## config.mk

```make
export PLATFORM = sky130hd
export DESIGN_NAME = my_fft_ctrl
export DESIGN_NICKNAME = d
export VERILOG_FILES = /design/src/rtl/my_fft_pkg.sv /design/src/rtl/my_fft_frame_mon.sv /design/src/rtl/my_fft_ctrl.sv
export SDC_FILE = /design/constraint.sdc
export NUM_CORES = 1
export LEC_CHECK = 0
export CAP_MARGIN = 20
export CELL_PAD_IN_SITES_DETAIL_PLACEMENT = 1
export CELL_PAD_IN_SITES_GLOBAL_PLACEMENT = 2
export CORE_ASPECT_RATIO = 0.6
export CORE_MARGIN = 2
export CORE_UTILIZATION = 27
export DETAILED_ROUTE_END_ITERATION = 10
export PLACE_DENSITY_LB_ADDON = 0.1
export SYNTH_ARGS = -nofsm -noshare
export SYNTH_HDL_FRONTEND = slang
export SYNTH_HIERARCHICAL = 1
export SYNTH_SLANG_ARGS = --single-unit
```

## constraint.sdc

```tcl
create_clock -name clk -period 2.7 [get_ports clk]
set_input_delay 0.27 -clock clk [delete_from_list [all_inputs] [get_ports clk]]
set_output_delay 0.27 -clock clk [all_outputs]
set_load 0.01 [all_outputs]
```

## src/rtl/my_fft_pkg.sv

```systemverilog
// Shared types, error-bit indices and config helpers for the FFT run sequencer
// and its output frame monitor.
package my_fft_pkg;

  typedef enum logic [1:0] {
    ST_FLUSH = 2'd0,
    ST_IDLE  = 2'd1,
    ST_RUN   = 2'd2,
    ST_DRAIN = 2'd3
  } state_t;

  localparam int ERR_CFG   = 0;
  localparam int ERR_FRAME = 1;
  localparam int ERR_SRC   = 2;

  localparam int FLUSH_CYCLES = 4;

  // Legal transform sizes are powers of two from 8 up to max_pts.
  function automatic logic pts_legal(input logic [31:0] pts, input logic [31:0] max_pts);
    logic [31:0] pm1;
    pm1 = pts - 32'd1;
    return (pts >= 32'd8) && (pts <= max_pts) && ((pts & pm1) == 32'd0);
  endfunction

endpackage

```

## src/rtl/my_fft_frame_mon.sv

```systemverilog
// Output-stream monitor for an FFT core source port: tracks sample index and
// frame count, and flags framing or core-reported errors on each transfer.
module my_fft_frame_mon
  import my_fft_pkg::*;
#(
  parameter int PTS_W = 11,
  parameter int FRM_W = 8
) (
  input  logic             clk,
  input  logic             rst,
  input  logic             active,
  input  logic [PTS_W-1:0] pts,
  input  logic [FRM_W-1:0] frames,
  input  logic             src_valid,
  input  logic             src_sop,
  input  logic             src_eop,
  input  logic [1:0]       src_error,
  input  logic             out_ready,
  output logic [FRM_W-1:0] out_frm_next,
  output logic             frame_err,
  output logic             src_err
);

  logic [PTS_W-1:0] out_idx;
  logic [PTS_W-1:0] out_idx_next;
  logic [FRM_W-1:0] out_frm;
  logic             xfer;
  logic             at_first;
  logic             at_last;

  // Transfer decode, framing expectations and next counter values.
  always_comb begin
    xfer         = active & src_valid & out_ready;
    at_first     = (out_idx == {PTS_W{1'b0}});
    at_last      = (out_idx == (pts - PTS_W'(1)));
    out_idx_next = out_idx;
    out_frm_next = out_frm;
    frame_err    = 1'b0;
    src_err      = 1'b0;
    if (xfer) begin
      if (at_last) begin
        out_idx_next = {PTS_W{1'b0}};
      end else begin
        out_idx_next = out_idx + PTS_W'(1);
      end
      if (src_eop) begin
        out_frm_next = out_frm + FRM_W'(1);
      end else begin
        out_frm_next = out_frm;
      end
      // An eop beyond the configured frame count is also a framing fault.
      frame_err = (src_sop != at_first) || (src_eop != at_last) ||
                  (src_eop && (out_frm >= frames));
      src_err   = (src_error != 2'b00);
    end else begin
      out_idx_next = out_idx;
      out_frm_next = out_frm;
    end
  end

  // Counters run only while the sequencer is busy; cleared otherwise.
  always_ff @(posedge clk or posedge rst) begin
    if (rst) begin
      out_idx <= {PTS_W{1'b0}};
      out_frm <= {FRM_W{1'b0}};
    end else if (!active) begin
      out_idx <= {PTS_W{1'b0}};
      out_frm <= {FRM_W{1'b0}};
    end else begin
      out_idx <= out_idx_next;
      out_frm <= out_frm_next;
    end
  end

endmodule

```

## src/rtl/my_fft_ctrl.sv

```systemverilog
// Run-level sequencer for the streaming FFT core: frames the input stream,
// drives core config and reset, and checks the returning frames.
module my_fft_ctrl
  import my_fft_pkg::*;
#(
  parameter int DATA_W  = 14,
  parameter int PTS_W   = 11,
  parameter int MAX_PTS = 1024,
  parameter int FRM_W   = 8
) (
  input  logic              clk,
  input  logic              reset,
  input  logic              start,
  input  logic              abort,
  input  logic [PTS_W-1:0]  cfg_pts,
  input  logic              cfg_inverse,
  input  logic [FRM_W-1:0]  cfg_frames,
  input  logic              in_valid,
  output logic              in_ready,
  input  logic [DATA_W-1:0] in_real,
  input  logic [DATA_W-1:0] in_imag,
  output logic              fft_reset_n,
  output logic              fft_sink_valid,
  input  logic              fft_sink_ready,
  output logic              fft_sink_sop,
  output logic              fft_sink_eop,
  output logic [DATA_W-1:0] fft_sink_real,
  output logic [DATA_W-1:0] fft_sink_imag,
  output logic [1:0]        fft_sink_error,
  output logic [PTS_W-1:0]  fft_fftpts,
  output logic              fft_inverse,
  input  logic              fft_source_valid,
  input  logic              fft_source_sop,
  input  logic              fft_source_eop,
  input  logic [1:0]        fft_source_error,
  output logic              fft_source_ready,
  input  logic              out_ready,
  output logic              busy,
  output logic              done,
  output logic              err,
  output logic [2:0]        err_code
);

  state_t           state;
  state_t           state_next;
  logic [2:0]       flush_cnt;
  logic [PTS_W-1:0] pts;
  logic             inverse;
  logic [FRM_W-1:0] frames;
  logic [PTS_W-1:0] in_idx;
  logic [FRM_W-1:0] in_frm;
  logic [FRM_W-1:0] out_frm_next;
  logic             frame_err;
  logic             src_err;
  logic             run_live;
  logic             in_xfer;
  logic             last_in;
  logic             last_frm;
  logic             start_ok;
  logic             cfg_ok;
  logic             drain_done;
  logic [2:0]       err_set;

  // Control decode shared by next-state, counters and outputs.
  always_comb begin
    // Abort suppresses the handshake so an aborted transfer never counts.
    run_live   = (state == ST_RUN) && !abort;
    in_xfer    = run_live && in_valid && fft_sink_ready;
    last_in    = (in_idx == (pts - PTS_W'(1)));
    last_frm   = (in_frm == (frames - FRM_W'(1)));
    start_ok   = (state == ST_IDLE) && start && !abort;
    cfg_ok     = pts_legal(32'(cfg_pts), 32'(MAX_PTS)) && (cfg_frames != {FRM_W{1'b0}});
    drain_done = (state == ST_DRAIN) && !abort && (out_frm_next == frames);
    err_set             = 3'b000;
    err_set[ERR_CFG]    = start_ok && !cfg_ok;
    err_set[ERR_FRAME]  = frame_err;
    err_set[ERR_SRC]    = src_err;
  end

  // Next-state logic; abort overrides every state.
  always_comb begin
    state_next = state;
    if (abort) begin
      state_next = ST_FLUSH;
    end else begin
      case (state)
        ST_FLUSH: begin
          if (flush_cnt == 3'(FLUSH_CYCLES - 1)) begin
            state_next = ST_IDLE;
          end else begin
            state_next = ST_FLUSH;
          end
        end
        ST_IDLE: begin
          if (start_ok && cfg_ok) begin
            state_next = ST_RUN;
          end else begin
            state_next = ST_IDLE;
          end
        end
        ST_RUN: begin
          if (in_xfer && last_in && last_frm) begin
            state_next = ST_DRAIN;
          end else begin
            state_next = ST_RUN;
          end
        end
        ST_DRAIN: begin
          if (drain_done) begin
            state_next = ST_IDLE;
          end else begin
            state_next = ST_DRAIN;
          end
        end
        default: state_next = ST_FLUSH;
      endcase
    end
  end

  // State register.
  always_ff @(posedge clk or posedge reset) begin
    if (reset) begin
      state <= ST_FLUSH;
    end else begin
      state <= state_next;
    end
  end

  // Core reset hold counter; restarts on every abort.
  always_ff @(posedge clk or posedge reset) begin
    if (reset) begin
      flush_cnt <= 3'd0;
    end else if (abort || (state != ST_FLUSH)) begin
      flush_cnt <= 3'd0;
    end else begin
      flush_cnt <= flush_cnt + 3'd1;
    end
  end

  // Run configuration, captured only on a legal start.
  always_ff @(posedge clk or posedge reset) begin
    if (reset) begin
      pts     <= PTS_W'(MAX_PTS);
      inverse <= 1'b0;
      frames  <= FRM_W'(1);
    end else if (start_ok && cfg_ok) begin
      pts     <= cfg_pts;
      inverse <= cfg_inverse;
      frames  <= cfg_frames;
    end else begin
      pts     <= pts;
      inverse <= inverse;
      frames  <= frames;
    end
  end

  // Input sample index and frame counters.
  always_ff @(posedge clk or posedge reset) begin
    if (reset) begin
      in_idx <= {PTS_W{1'b0}};
      in_frm <= {FRM_W{1'b0}};
    end else if (state != ST_RUN) begin
      in_idx <= {PTS_W{1'b0}};
      in_frm <= {FRM_W{1'b0}};
    end else if (in_xfer) begin
      if (last_in) begin
        in_idx <= {PTS_W{1'b0}};
        in_frm <= in_frm + FRM_W'(1);
      end else begin
        in_idx <= in_idx + PTS_W'(1);
        in_frm <= in_frm;
      end
    end else begin
      in_idx <= in_idx;
      in_frm <= in_frm;
    end
  end

  // Sticky error code, cleared only by reset or a legal start.
  always_ff @(posedge clk or posedge reset) begin
    if (reset) begin
      err_code <= 3'b000;
    end else if (start_ok && cfg_ok) begin
      err_code <= 3'b000;
    end else begin
      err_code <= err_code | err_set;
    end
  end

  // Completion pulse, aligned with the return to IDLE.
  always_ff @(posedge clk or posedge reset) begin
    if (reset) begin
      done <= 1'b0;
    end else begin
      done <= drain_done;
    end
  end

  my_fft_frame_mon #(
    .PTS_W (PTS_W),
    .FRM_W (FRM_W)
  ) u_frame_mon (
    .clk          (clk),
    .rst          (reset),
    .active       (busy),
    .pts          (pts),
    .frames       (frames),
    .src_valid    (fft_source_valid),
    .src_sop      (fft_source_sop),
    .src_eop      (fft_source_eop),
    .src_error    (fft_source_error),
    .out_ready    (out_ready),
    .out_frm_next (out_frm_next),
    .frame_err    (frame_err),
    .src_err      (src_err)
  );

  // Output drive; sink data is a zero-latency pass-through.
  always_comb begin
    busy             = (state == ST_RUN) || (state == ST_DRAIN);
    fft_reset_n      = (state != ST_FLUSH);
    fft_sink_valid   = run_live && in_valid;
    in_ready         = run_live && fft_sink_ready;
    fft_sink_sop     = (state == ST_RUN) && (in_idx == {PTS_W{1'b0}});
    fft_sink_eop     = (state == ST_RUN) && last_in;
    fft_sink_real    = in_real;
    fft_sink_imag    = in_imag;
    fft_sink_error   = 2'b00;
    fft_fftpts       = pts;
    fft_inverse      = inverse;
    fft_source_ready = out_ready;
    err              = |err_code;
  end

endmodule

```

==> results of run 1 <==
-- layout make-up --
cell class                 count  area, um2
inverter                      35        131
clock inverter                 7       52.6
clock buffer                   9        225
sequential                    67       1680
multi-input combinational    412       3090
fill                        2081      11400
tap                          240        300
timing repair buffer         132       1200
-- cells by family after synthesis --
| kind of cell | after synthesis | synth area share |
|---|---|---|
| AND/OR/NAND/NOR | 223 | 0.242 |
| buffers and inverters | 95 | 0.0983 |
| AO/OA/AOI/OAI | 91 | 0.131 |
| flip-flops | 67 | 0.335 |
| XOR/XNOR | 61 | 0.110 |
| adder cells (fa/ha/maj) | 19 | 0.0474 |
| multiplexers | 16 | 0.0357 |
| other | 1 | 0.000748 |
-- where the power goes --
group | internal (mW) | switching (mW)
Combinational | 0.110 | 0.0997
Sequential | 1.02 | 0.0161
Clock | 0.628 | 0.503
Total | 1.76 | 0.619
-- state kept, by name, summed over array words and instances, names as in the netlist, named ones only --
register	cells
u_frame_mon/out_frm	8
err_code	2
u_frame_mon/out_idx	11
frames	8
state	2
in_idx	11
fft_fftpts	11
flush_cnt	3
fft_inverse	1
in_frm	8
done	1
-- timing repair --
item / CTS / global route
hold endpoints to repair: 0 / 0
buffers inserted: 7 / 6
gates cloned: 1 / 0
pin swaps: 17 / 14
endpoints found under the setup margin: 24 / 32
gates resized for setup: 33 / 34
-- placed cells by master (no fill, tap or decap), drive strengths merged, types with 3 or more instances in the layout --
master         count
o31ai              7
clkinv             4
nand4             17
ha                19
o311ai             4
nor2              50
a221oi             3
a211oi             3
a31oi              3
nand2b             5
inv               37
nor3              16
xor2              20
buf               78
nand2             34
o21ai             23
or2                4
or4                7
xnor2             40
dfrtp             65
o211ai             9
o41ai              3
nor4              13
nand3b             5
or3               10
mux2              15
nor2b              8
a21oi             16
clkbuf             9
nand3             26
and2              11
clkdlybuf4s50     54
-- critical path, cell delays in order (launching register included) --
cell	delay [ps]
dfrtp_2	400
inv_2	60
ha_4	150
or4b_4	510
a2111o_1	420
buf_4	160
buf_6	110
a21oi_4	150
nand4_4	130
buf_6	160
or4_4	470
nand2_2	70
-- per-stage QoR --
step	hold WS (ps)	area, um2	cells	worst slack (ps)
detailed placement	445	6030	873	-189
finish	299	6690	902	-139
global route	350	6690	902	-254
global placement	426	6030	873	-171
CTS	311	6500	897	-199
floorplan	221	5040	574	12.4
-- worst min-delay path by stage --
stage / startpoint / to / depth (start not counted)
after floorplan: reset / u_frame_mon/out_frm[0] / 1
after global placement: flush_cnt[0] / flush_cnt[0] / 1
after detailed placement: flush_cnt[0] / flush_cnt[0] / 1
after CTS: reset / fft_fftpts[1] / 2
after global routing: reset / fft_fftpts[8] / 2
final: reset / fft_fftpts[1] / 2
-- metal layers --
layer | part of all wire | GRT usage
met1 | 0.53 | 0.250
met2 | 0.44 | 0.273
met3 | 0.025 | 0.0325
met4 | 0.010 | 0.0383
met5 | 0 | 0
-- cell usage after synthesis (all sizes together) (2+ instances only) --
| cell | count |
|---|---|
| a221oi | 3 |
| and2 | 11 |
| nand3b | 5 |
| nand2b | 5 |
| o22ai | 2 |
| o21a | 2 |
| clkbuf | 20 |
| nor3 | 16 |
| a21oi | 16 |
| nor2 | 50 |
| nand3 | 26 |
| and3 | 2 |
| nand4b | 2 |
| o21ai | 23 |
| nor4 | 13 |
| ha | 19 |
| or4b | 2 |
| o41ai | 3 |
| nor2b | 8 |
| buf | 40 |
| nor3b | 2 |
| nand2 | 34 |
| dfstp | 2 |
| nand4 | 17 |
| inv | 35 |
| a41oi | 2 |
| or4 | 7 |
| mux2 | 15 |
| and3b | 2 |
| xor2 | 20 |
| o31ai | 7 |
| xnor2 | 40 |
| o211ai | 9 |
| a211oi | 3 |
| o311ai | 4 |
| or3 | 10 |
| dfrtp | 65 |
| a31oi | 3 |
| a22oi | 2 |
| nor4bb | 2 |
| or2 | 4 |
==> impl_metrics.env, run 1 <==
export IMPL_num_io_pins=114
export IMPL_dieArea_um2=19700
export IMPL_rsz0062_at_grt="true"
export IMPL_nets=736
export IMPL_clk_pin_slew_ps=70
export IMPL_setup_worst_path_end="in_frm[3]"
export IMPL_die_h_um=110
export IMPL_antenna_found_initial=0
export IMPL_worst_slew_pin_slew_ps=836
export IMPL_initialDrtViolationCount=153
export IMPL_root_buffer="clkbuf_16"
export IMPL_synth_ff_type="dfrtp_1"
export IMPL_initial_core_util=0.277
export IMPL_antenna_cells=0
export IMPL_finalCriticalPeriod_ps=2840
export IMPL_p_leak_nw=2.74
export IMPL_overflow=0
export IMPL_cp_max_fo=5
export IMPL_r2r_end="in_frm[3]"
export IMPL_hold_viol=0
export IMPL_async_flop_share=1.00
export IMPL_num_vias=4466
export IMPL_synth_area_leaders="dfrtp_1 (32%), xnor2_1 (7.0%), buf_4 (4.8%)"
export IMPL_drive_above_1_share=0.249
export IMPL_dieWidth_um=180
export IMPL_numCtsBuffers=9
export IMPL_fmax_ghz=0.352
export IMPL_vdd_drop_max_uv=269
export IMPL_core_rowCount=38
export IMPL_violations="setup timing"
export IMPL_cp_data_arrival_time_ps=3130
export IMPL_synth_area_um2=5010
export IMPL_final_setup_tns_ps=-929
export IMPL_cap_violations=0
export IMPL_drcViolationCount=0
export IMPL_core_um2=18100
export IMPL_syn_instance_count=573
export IMPL_timing_worst_setup_path_type="reg -> reg"
export IMPL_ant_nets=0
export IMPL_cts_tree="yes"
export IMPL_ys_seq_area_frac=0.335
export IMPL_post_drt_wl_per_cell_um=18.4
export IMPL_fin_crit_sh=1.05
export IMPL_viasPerCell=4.95
export IMPL_grt_max_degree=32
export IMPL_skew_ps=11.2
export IMPL_r2r_slack_ps=-140
export IMPL_startpoint="fft_fftpts[0]"
export IMPL_hpwl_mm=12.8
export IMPL_grt_pass1_vias=4657
export IMPL_p_per_area_nw_per_um2=356
export IMPL_crit_path_end_kind="register"
export IMPL_yosysWarnings=6
export IMPL_clk_insertion_delay_late_ps=340
export IMPL_drt_first_pass_iters=4
export IMPL_port_buffers=55
export IMPL_p_total_mw=2.38
export IMPL_postCtsHoldBufs=0
export IMPL_synth_top_area_cell="dfrtp_1"
export IMPL_maxSlewHeadroom=0.442
export IMPL_ys_ff_latch=67
export IMPL_setup_ws_ps=-139
export IMPL_place_gp_congestion=0.795
export IMPL_gr_usage_all_layers=0.174
export IMPL_area_growth_pct=33.3
export IMPL_finalSetupViolCount=15
export IMPL_synth_avg_cell_area_um2=8.75
export IMPL_final_util=0.369
export IMPL_worstHoldPathType="in -> async"
export IMPL_synth_top_area_frac=0.324
export IMPL_synth_edf_count=0
export IMPL_rr_worst_depth=11
export IMPL_ys_types=76
export IMPL_worstPathRequired_ps=2990
export IMPL_r2r_start="fft_fftpts[0]"
export IMPL_cts_sinks=67
export IMPL_cp_start_kind="register"
export IMPL_htree_levels=3
export IMPL_drt_total_wl_mm=16.6
export IMPL_outcome="finished, violations left"
export IMPL_clockBufferDepth=2
export IMPL_slew_violations=0
export IMPL_grt_pass1_wl_mm=26.7
(Power assumes the default switching activity.)
==> run 2, diff against run 1 <==
SYNTH_HIERARCHICAL = not set   (was 1)
==> run 2 against run 1 <==
The flow still finishes with violations (setup timing). Synthesized area decreased by 4.3%. Largest cell class unchanged. Via count decreased by 5.5%. Final cell count decreased by 4.8%. Fmax increased by 1.8%. Critical path type unchanged. Die area decreased by 4.2%. Register-to-register slack improved by 50 ps. Highest routed layer unchanged. Clock power increased by 19%. Largest power group unchanged. First-iteration DRC count increased by 6.5%. Combinational power decreased by 13%.
==> impl_metrics.env, run 2 <==
export IMPL_outcome="finished, violations left"
export IMPL_violations="setup timing"
export IMPL_power_switching_share=0.236
export IMPL_timing_worst_setup_path_type="reg -> reg"
export IMPL_clkPwrFrac=0.524
export IMPL_crit_chain="buf_6 > or4_4 > nor4b_4 > buf_4 > xor2_2 > a2111oi_4 > a31oi_4 > buf_12 > a21oi_2 > a31oi_1"
export IMPL_cpPeakStageDelay_ps=550
export IMPL_hold_viol=0
export IMPL_drt_first_pass_iters=4
export IMPL_power_switching_uw=602
export IMPL_place_gp_congestion=0.795
export IMPL_grtUsageMet3=0.0332
export IMPL_antenna_cells=0
export IMPL_cpMaxStageDelayCell="or4_4"
export IMPL_nets=698
export IMPL_yosysWarnings=0
export IMPL_overflow=0
export IMPL_clk_pin_slew_ps=60
export IMPL_cp_top_family="simple AND/OR/NAND/NOR gates"
export IMPL_ant_nets=0
export IMPL_gr_usage_all_layers=0.179
export IMPL_drive_above_1_share=0.245
export IMPL_root_buffer="clkbuf_16"
export IMPL_skew_ps=6.89
export IMPL_die_h_um=107
export IMPL_dieArea_um2=18900
export IMPL_htree_levels=3
export IMPL_postCtsHoldBufs=0
export IMPL_worstHoldPathType="in -> async"
export IMPL_ys_ff_latch=67
export IMPL_synth_area_um2=4800
export IMPL_gr_max_usage_layer="met1"
export IMPL_numCtsBuffers=9
export IMPL_area_growth_pct=35.9
export IMPL_core_rowCount=37
export IMPL_synth_top_area_cell="dfrtp_1"
export IMPL_cell_internal_pwr_mw=1.95
export IMPL_async_flop_share=1.00
export IMPL_synth_top_area_frac=0.339
export IMPL_drt_total_wl_mm=16.2
export IMPL_p_per_area_nw_per_um2=392
export IMPL_syn_instance_count=536
export IMPL_num_vias=4222
export IMPL_synth_edf_count=0
export IMPL_yosysMostFrequentCell="dfrtp_1"
export IMPL_p_leak_nw=2.69
export IMPL_viasPerCell=4.92
export IMPL_num_io_pins=114
export IMPL_core_um2=17300
export IMPL_vdd_drop_max_uv=250
export IMPL_combPwrFrac=0.071
export IMPL_dieWidth_um=176
export IMPL_worstPathRequired_ps=2900
export IMPL_cap_violations=0
export IMPL_r2r_start="fft_fftpts[0]"
export IMPL_ys_seq_area_frac=0.350
export IMPL_fin_crit_sh=1.03
export IMPL_cp_start_kind="register"
export IMPL_drcViolationCount=0
export IMPL_clk_insertion_delay_late_ps=340
export IMPL_port_buffers=55
export IMPL_final_cell_mix="dfrtp_1 (64), buf_4 (60), clkdlybuf4s50_1 (54), nor2_1 (39), nand2_1 (32)"
export IMPL_grt_pass1_wl_mm=25.7
export IMPL_initial_core_util=0.278
export IMPL_final_common_cell="dfrtp_1"
export IMPL_finalSetupViolCount=18
export IMPL_cts_tree="yes"
export IMPL_setup_ws_ps=-88.2
export IMPL_final_setup_tns_ps=-890
export IMPL_synthTopCellsByCount="dfrtp_1 (65), nor2_1 (40), nand2_1 (36)"
export IMPL_gr_usage_met1=0.287
export IMPL_pre_cts_slack_ps=-242
export IMPL_met2_usage=0.243
export IMPL_rsz0062_at_grt="true"
export IMPL_synth_avg_cell_area_um2=8.95
export IMPL_worst_slew_pin_slew_ps=531
export IMPL_ys_types=66
export IMPL_post_drt_wl_per_cell_um=18.9
export IMPL_crit_path_end_kind="register"
export IMPL_nFillCells=1994
export IMPL_cp_data_arrival_time_ps=2990
export IMPL_cts_sinks=67
export IMPL_crit_buf_inv=3
export IMPL_clockBufferDepth=2
export IMPL_initialDrtViolationCount=163
export IMPL_finalCriticalPeriod_ps=2790
export IMPL_synth_ff_type="dfrtp_1"
export IMPL_startpoint="fft_fftpts[0]"
export IMPL_fmax_ghz=0.359
export IMPL_cp_max_fo=8
export IMPL_antenna_found_initial=0
export IMPL_hpwl_mm=12.5
export IMPL_synth_area_leaders="dfrtp_1 (34%), buf_4 (4.9%), xnor2_1 (4.7%)"
export IMPL_grt_max_degree=68
export IMPL_slew_violations=0
export IMPL_power_frac_seq=0.405
export IMPL_maxSlewHeadroom=0.642
export IMPL_grt_pass1_vias=4436
-- run 2: changes by cell type after synthesis, sizes merged, moves of 6 or more --
cell    before  now
xnor2       40   26
inv         35   23
and3         2   13
nor2        50   40
a21oi       16   25
and2        11    3
nand4       17    9
a31oi        3   10
o211ai       9    3
o21ai       23   29
-- run 2: power by group through the flow --
stage | logic [mW] | clock network, mW | registers (mW)
after floorplan | 0.106 | 0 | 1.05
after global placement | 0.181 | 0 | 1.05
after detailed placement | 0.185 | 0 | 1.05
after CTS | 0.187 | 1.38 | 1.03
after global routing | 0.203 | 1.42 | 1.04
final | 0.182 | 1.34 | 1.03
-- run 2: worst paths after layout --
check | endpoint | slack, ps | cells after the start
min | u_frame_mon.out_idx[4] | 320 | 3
max | u_frame_mon.out_idx[6] | -90 | 10
min reg2reg | flush_cnt[0] | 440 | 1
max in group asynchronous | frames[0] | 2010 | 3
max reg2reg | u_frame_mon.out_idx[6] | -90 | 10
min in group clk | flush_cnt[0] | 440 | 1
-- run 2: area by class of cell --
class                           count  area (um2)  share of cell area
Clock buffer                       10         239              0.0366
Timing Repair Buffer              126        1160               0.178
Sequential cell                    67        1680               0.258
Multi-Input combinational cell    393        2980               0.456
Tap cell                          234         293              0.0449
Clock inverter                      6        88.8              0.0136
Inverter                           23        86.3              0.0132
-- run 2: repair_timing --
item | 4_1_cts | 5_1_grt
resized for setup | 25 | 34
buffers inserted | 6 | 2
endpoints found under the hold margin | 0 | 0
cloned | 1 | 1
setup endpoints to repair | 25 | 30
pin swaps | 13 | 20
-- run 2: worst min-delay path: stages --
cell	delay [ps]
clkdlybuf4s50_1	420
inv_2	70
buf_12	310
-- run 2: stage by stage --
| stage | total power [mW] | hold WS, ps | area (um2) | instances | util |
|---|---|---|---|---|---|
| 3_5_place_dp | 1.24 | 439 | 5890 | 834 | 0.341 |
| 5_1_grt | 2.66 | 398 | 6520 | 859 | 0.378 |
| 4_1_cts | 2.60 | 356 | 6340 | 857 | 0.367 |
| 6_report | 2.55 | 315 | 6520 | 859 | 0.378 |
| 2_1_floorplan | 1.15 | 379 | 4870 | 537 | - |
| 3_3_place_gp | 1.23 | 428 | 5890 | 834 | 0.341 |
-- run 2: cell families after synthesis --
kind of cell | Yosys count | share of synthesized area
AO/OA/AOI/OAI | 99 | 0.134
XOR/XNOR | 54 | 0.107
buffers and inverters | 78 | 0.0905
other | 1 | 0.000782
AND/OR/NAND/NOR | 208 | 0.245
adder cells (fa/ha/maj) | 18 | 0.0469
flip-flops | 67 | 0.350
multiplexers | 11 | 0.0256
-- run 2: layer usage --
layer | wire, um | up-vias
li1 | - | 2050
met1 | 9140 | 2082
met2 | 6330 | 69
met3 | 610 | 21
met4 | 150 | 0
met5 | 0 | -
==> run 3, diff against run 2 <==
CORE_MARGIN = 3   (was 2)
PLACE_DENSITY = 0.81   (was not set)
PLACE_DENSITY_LB_ADDON = not set   (was 0.1)
==> run 3 against run 2 <==
The flow still finishes with violations (setup timing). Worst setup slack worse by 120 ps. Combinational power barely moved. Wire length grew 1.8%. Power is 6.6% lower. Sequential cell count is the same. Die area increased by 3.0%. Via count increased by 4.8%. Sequential share of layout area rose by 0.28 points. Worst hold slack worse by 8.3 ps. Sequential power barely moved. Largest power group unchanged.
==> impl_metrics.env, run 3 (synthesized netlist as in run 2, its figures left out) <==
export IMPL_outcome="finished, violations left"
export IMPL_violations="setup timing"
export IMPL_dieArea_um2=19500
export IMPL_fmax_ghz=0.344
export IMPL_finalSetupViolCount=21
export IMPL_nets=698
export IMPL_worstPathRequired_ps=2930
export IMPL_core_rowCount=37
export IMPL_slew_violations=0
export IMPL_p_leak_nw=2.65
export IMPL_placed_cell_area_um2=5830
export IMPL_fin_crit_sh=1.08
export IMPL_crit_buf_inv=2
export IMPL_cap_violations=0
export IMPL_drcViolationCount=0
export IMPL_initial_core_util=0.278
export IMPL_final_util=0.374
export IMPL_cts_tree="yes"
export IMPL_cpPeakStageDelay_ps=580
export IMPL_numCtsBuffers=9
export IMPL_skew_ps=4.55
export IMPL_core_um2=17300
export IMPL_final_common_cell="dfrtp_1"
export IMPL_area_growth_pct=34.4
export IMPL_power_frac_seq=0.432
export IMPL_die_h_um=109
export IMPL_root_buffer="clkbuf_16"
export IMPL_drt_first_pass_iters=5
export IMPL_htree_levels=3
export IMPL_cpMaxStageDelayCell="or4_4"
export IMPL_setup_ws_ps=-204
export IMPL_drive_above_1_share=0.242
export IMPL_grt_max_degree=68
export IMPL_postCtsHoldBufs=0
export IMPL_cell_internal_pwr_mw=1.83
export IMPL_power_switching_share=0.234
export IMPL_crit_path_end_kind="register"
export IMPL_port_buffers=55
export IMPL_crit_chain="buf_6 > or4_4 > nor4b_4 > buf_4 > xor2_4 > a2111oi_4 > a31oi_4 > a21o_1 > a22o_1"
export IMPL_finalCriticalPeriod_ps=2900
export IMPL_ant_nets=0
export IMPL_post_drt_wl_per_cell_um=19.3
export IMPL_num_io_pins=114
export IMPL_final_area_um2=6450
export IMPL_rsz0062_at_grt="true"
export IMPL_timing_worst_setup_path_type="reg -> reg"
export IMPL_cp_max_fo=6
export IMPL_worstHoldPathType="in -> async"
export IMPL_clkPwrFrac=0.492
export IMPL_hpwl_mm=12.4
export IMPL_cp_start_kind="register"
export IMPL_clk_pin_slew_ps=60
export IMPL_final_cell_mix="dfrtp_1 (64), buf_4 (59), clkdlybuf4s50_1 (54), nor2_1 (40), nand2_1 (32)"
export IMPL_overflow=0
export IMPL_antenna_found_initial=0
export IMPL_grt_pass1_vias=4600
export IMPL_antenna_cells=0
export IMPL_num_vias=4424
export IMPL_viasPerCell=5.16
export IMPL_drt_total_wl_mm=16.5
export IMPL_combPwrFrac=0.076
export IMPL_final_cell_count_no_fill=858
export IMPL_grt_pass1_wl_mm=26.1
export IMPL_p_per_area_nw_per_um2=370
export IMPL_dieWidth_um=178
export IMPL_placedCellCount=830
export IMPL_cts_sinks=67
export IMPL_gr_usage_all_layers=0.174
export IMPL_cp_data_arrival_time_ps=3130
export IMPL_cp_top_family="compound AO/OA/AOI/OAI gates"
export IMPL_clockBufferDepth=2
export IMPL_place_gp_congestion=0.802
export IMPL_power_switching_uw=559
export IMPL_vdd_drop_max_uv=214
export IMPL_clk_insertion_delay_late_ps=340
export IMPL_initialDrtViolationCount=237
export IMPL_hold_viol=0
-- run 3: changes by cell type in the layout (fill, tap and decap cells not counted), sizes merged --
cell,change
nand4,-1
clkbuf,+1
clkinvlp,-2
bufinv,-1
buf,+2
-- run 3: routing by layer --
metal | vias up | wire length [um] | global-route usage | part of all wire
met5 | - | 0 | 0 | 0
met4 | 0 | 211 | 0.0409 | 0.013
met3 | 14 | 753 | 0.0397 | 0.046
met2 | 86 | 7320 | 0.255 | 0.44
met1 | 2275 | 8250 | 0.258 | 0.50
li1 | 2049 | - | - | -
-- run 3: worst reg2reg max path, cell delays in order, from the launching register on --
cell,delay (ps)
dfrtp_1,400
buf_6,130
or4_4,580
nor4b_4,280
buf_4,210
xor2_4,80
a2111oi_4,480
a31oi_4,230
a21o_1,230
a22o_1,180
-- run 3: path summary, 6_finish.rpt --
| check | start | endpoint | slack (ps) | cells after the start |
|---|---|---|---|---|
| max in group asynchronous | reset | frames[0] | 2030 | 3 |
| min in group clk | flush_cnt[0] | flush_cnt[0] | 440 | 1 |
| hold / removal | reset | u_frame_mon.out_idx[8] | 310 | 3 |
| setup reg to reg | fft_fftpts[1] | u_frame_mon.out_idx[10] | -200 | 9 |
| hold reg to reg | flush_cnt[0] | flush_cnt[0] | 440 | 1 |
| setup / recovery | fft_fftpts[1] | u_frame_mon.out_idx[10] | -200 | 9 |
-- run 3: final cells by class --
type,count,area (um2)
Inverter,23,86.3
Tap cell,234,293
Multi-Input combinational cell,392,2970
Clock buffer,12,236
Clock inverter,3,40.0
Sequential cell,67,1680
Fill cell,1964,10800
Timing Repair Buffer,127,1140
-- run 3: stage by stage --
stage	hold WS (ps)	TNS [ps]	power, mW	setup slack [ps]
floorplan	379	-4.51	1.15	-4.51
global placement	427	-1340	1.23	-156
global route	365	-6060	2.47	-329
CTS	341	-2750	2.40	-183
detailed placement	435	-4370	1.23	-267
finish	307	-2970	2.39	-204
-- run 3: what timing repair did --
action | 4_1_cts | 5_1_grt
buffers inserted | 8 | 7
resized for setup | 41 | 30
pin swaps | 17 | 26
hold endpoints to repair | 0 | 0
endpoints found under the setup margin | 26 | 29
-- run 3: power by group through the flow --
stage / sequential [mW] / clock [mW] / combinational, mW
2_1_floorplan: 1.05 / 0 / 0.106
3_3_place_gp: 1.05 / 0 / 0.178
3_5_place_dp: 1.05 / 0 / 0.182
4_1_cts: 1.03 / 1.19 / 0.183
5_1_grt: 1.03 / 1.24 / 0.199
6_report: 1.03 / 1.17 / 0.181
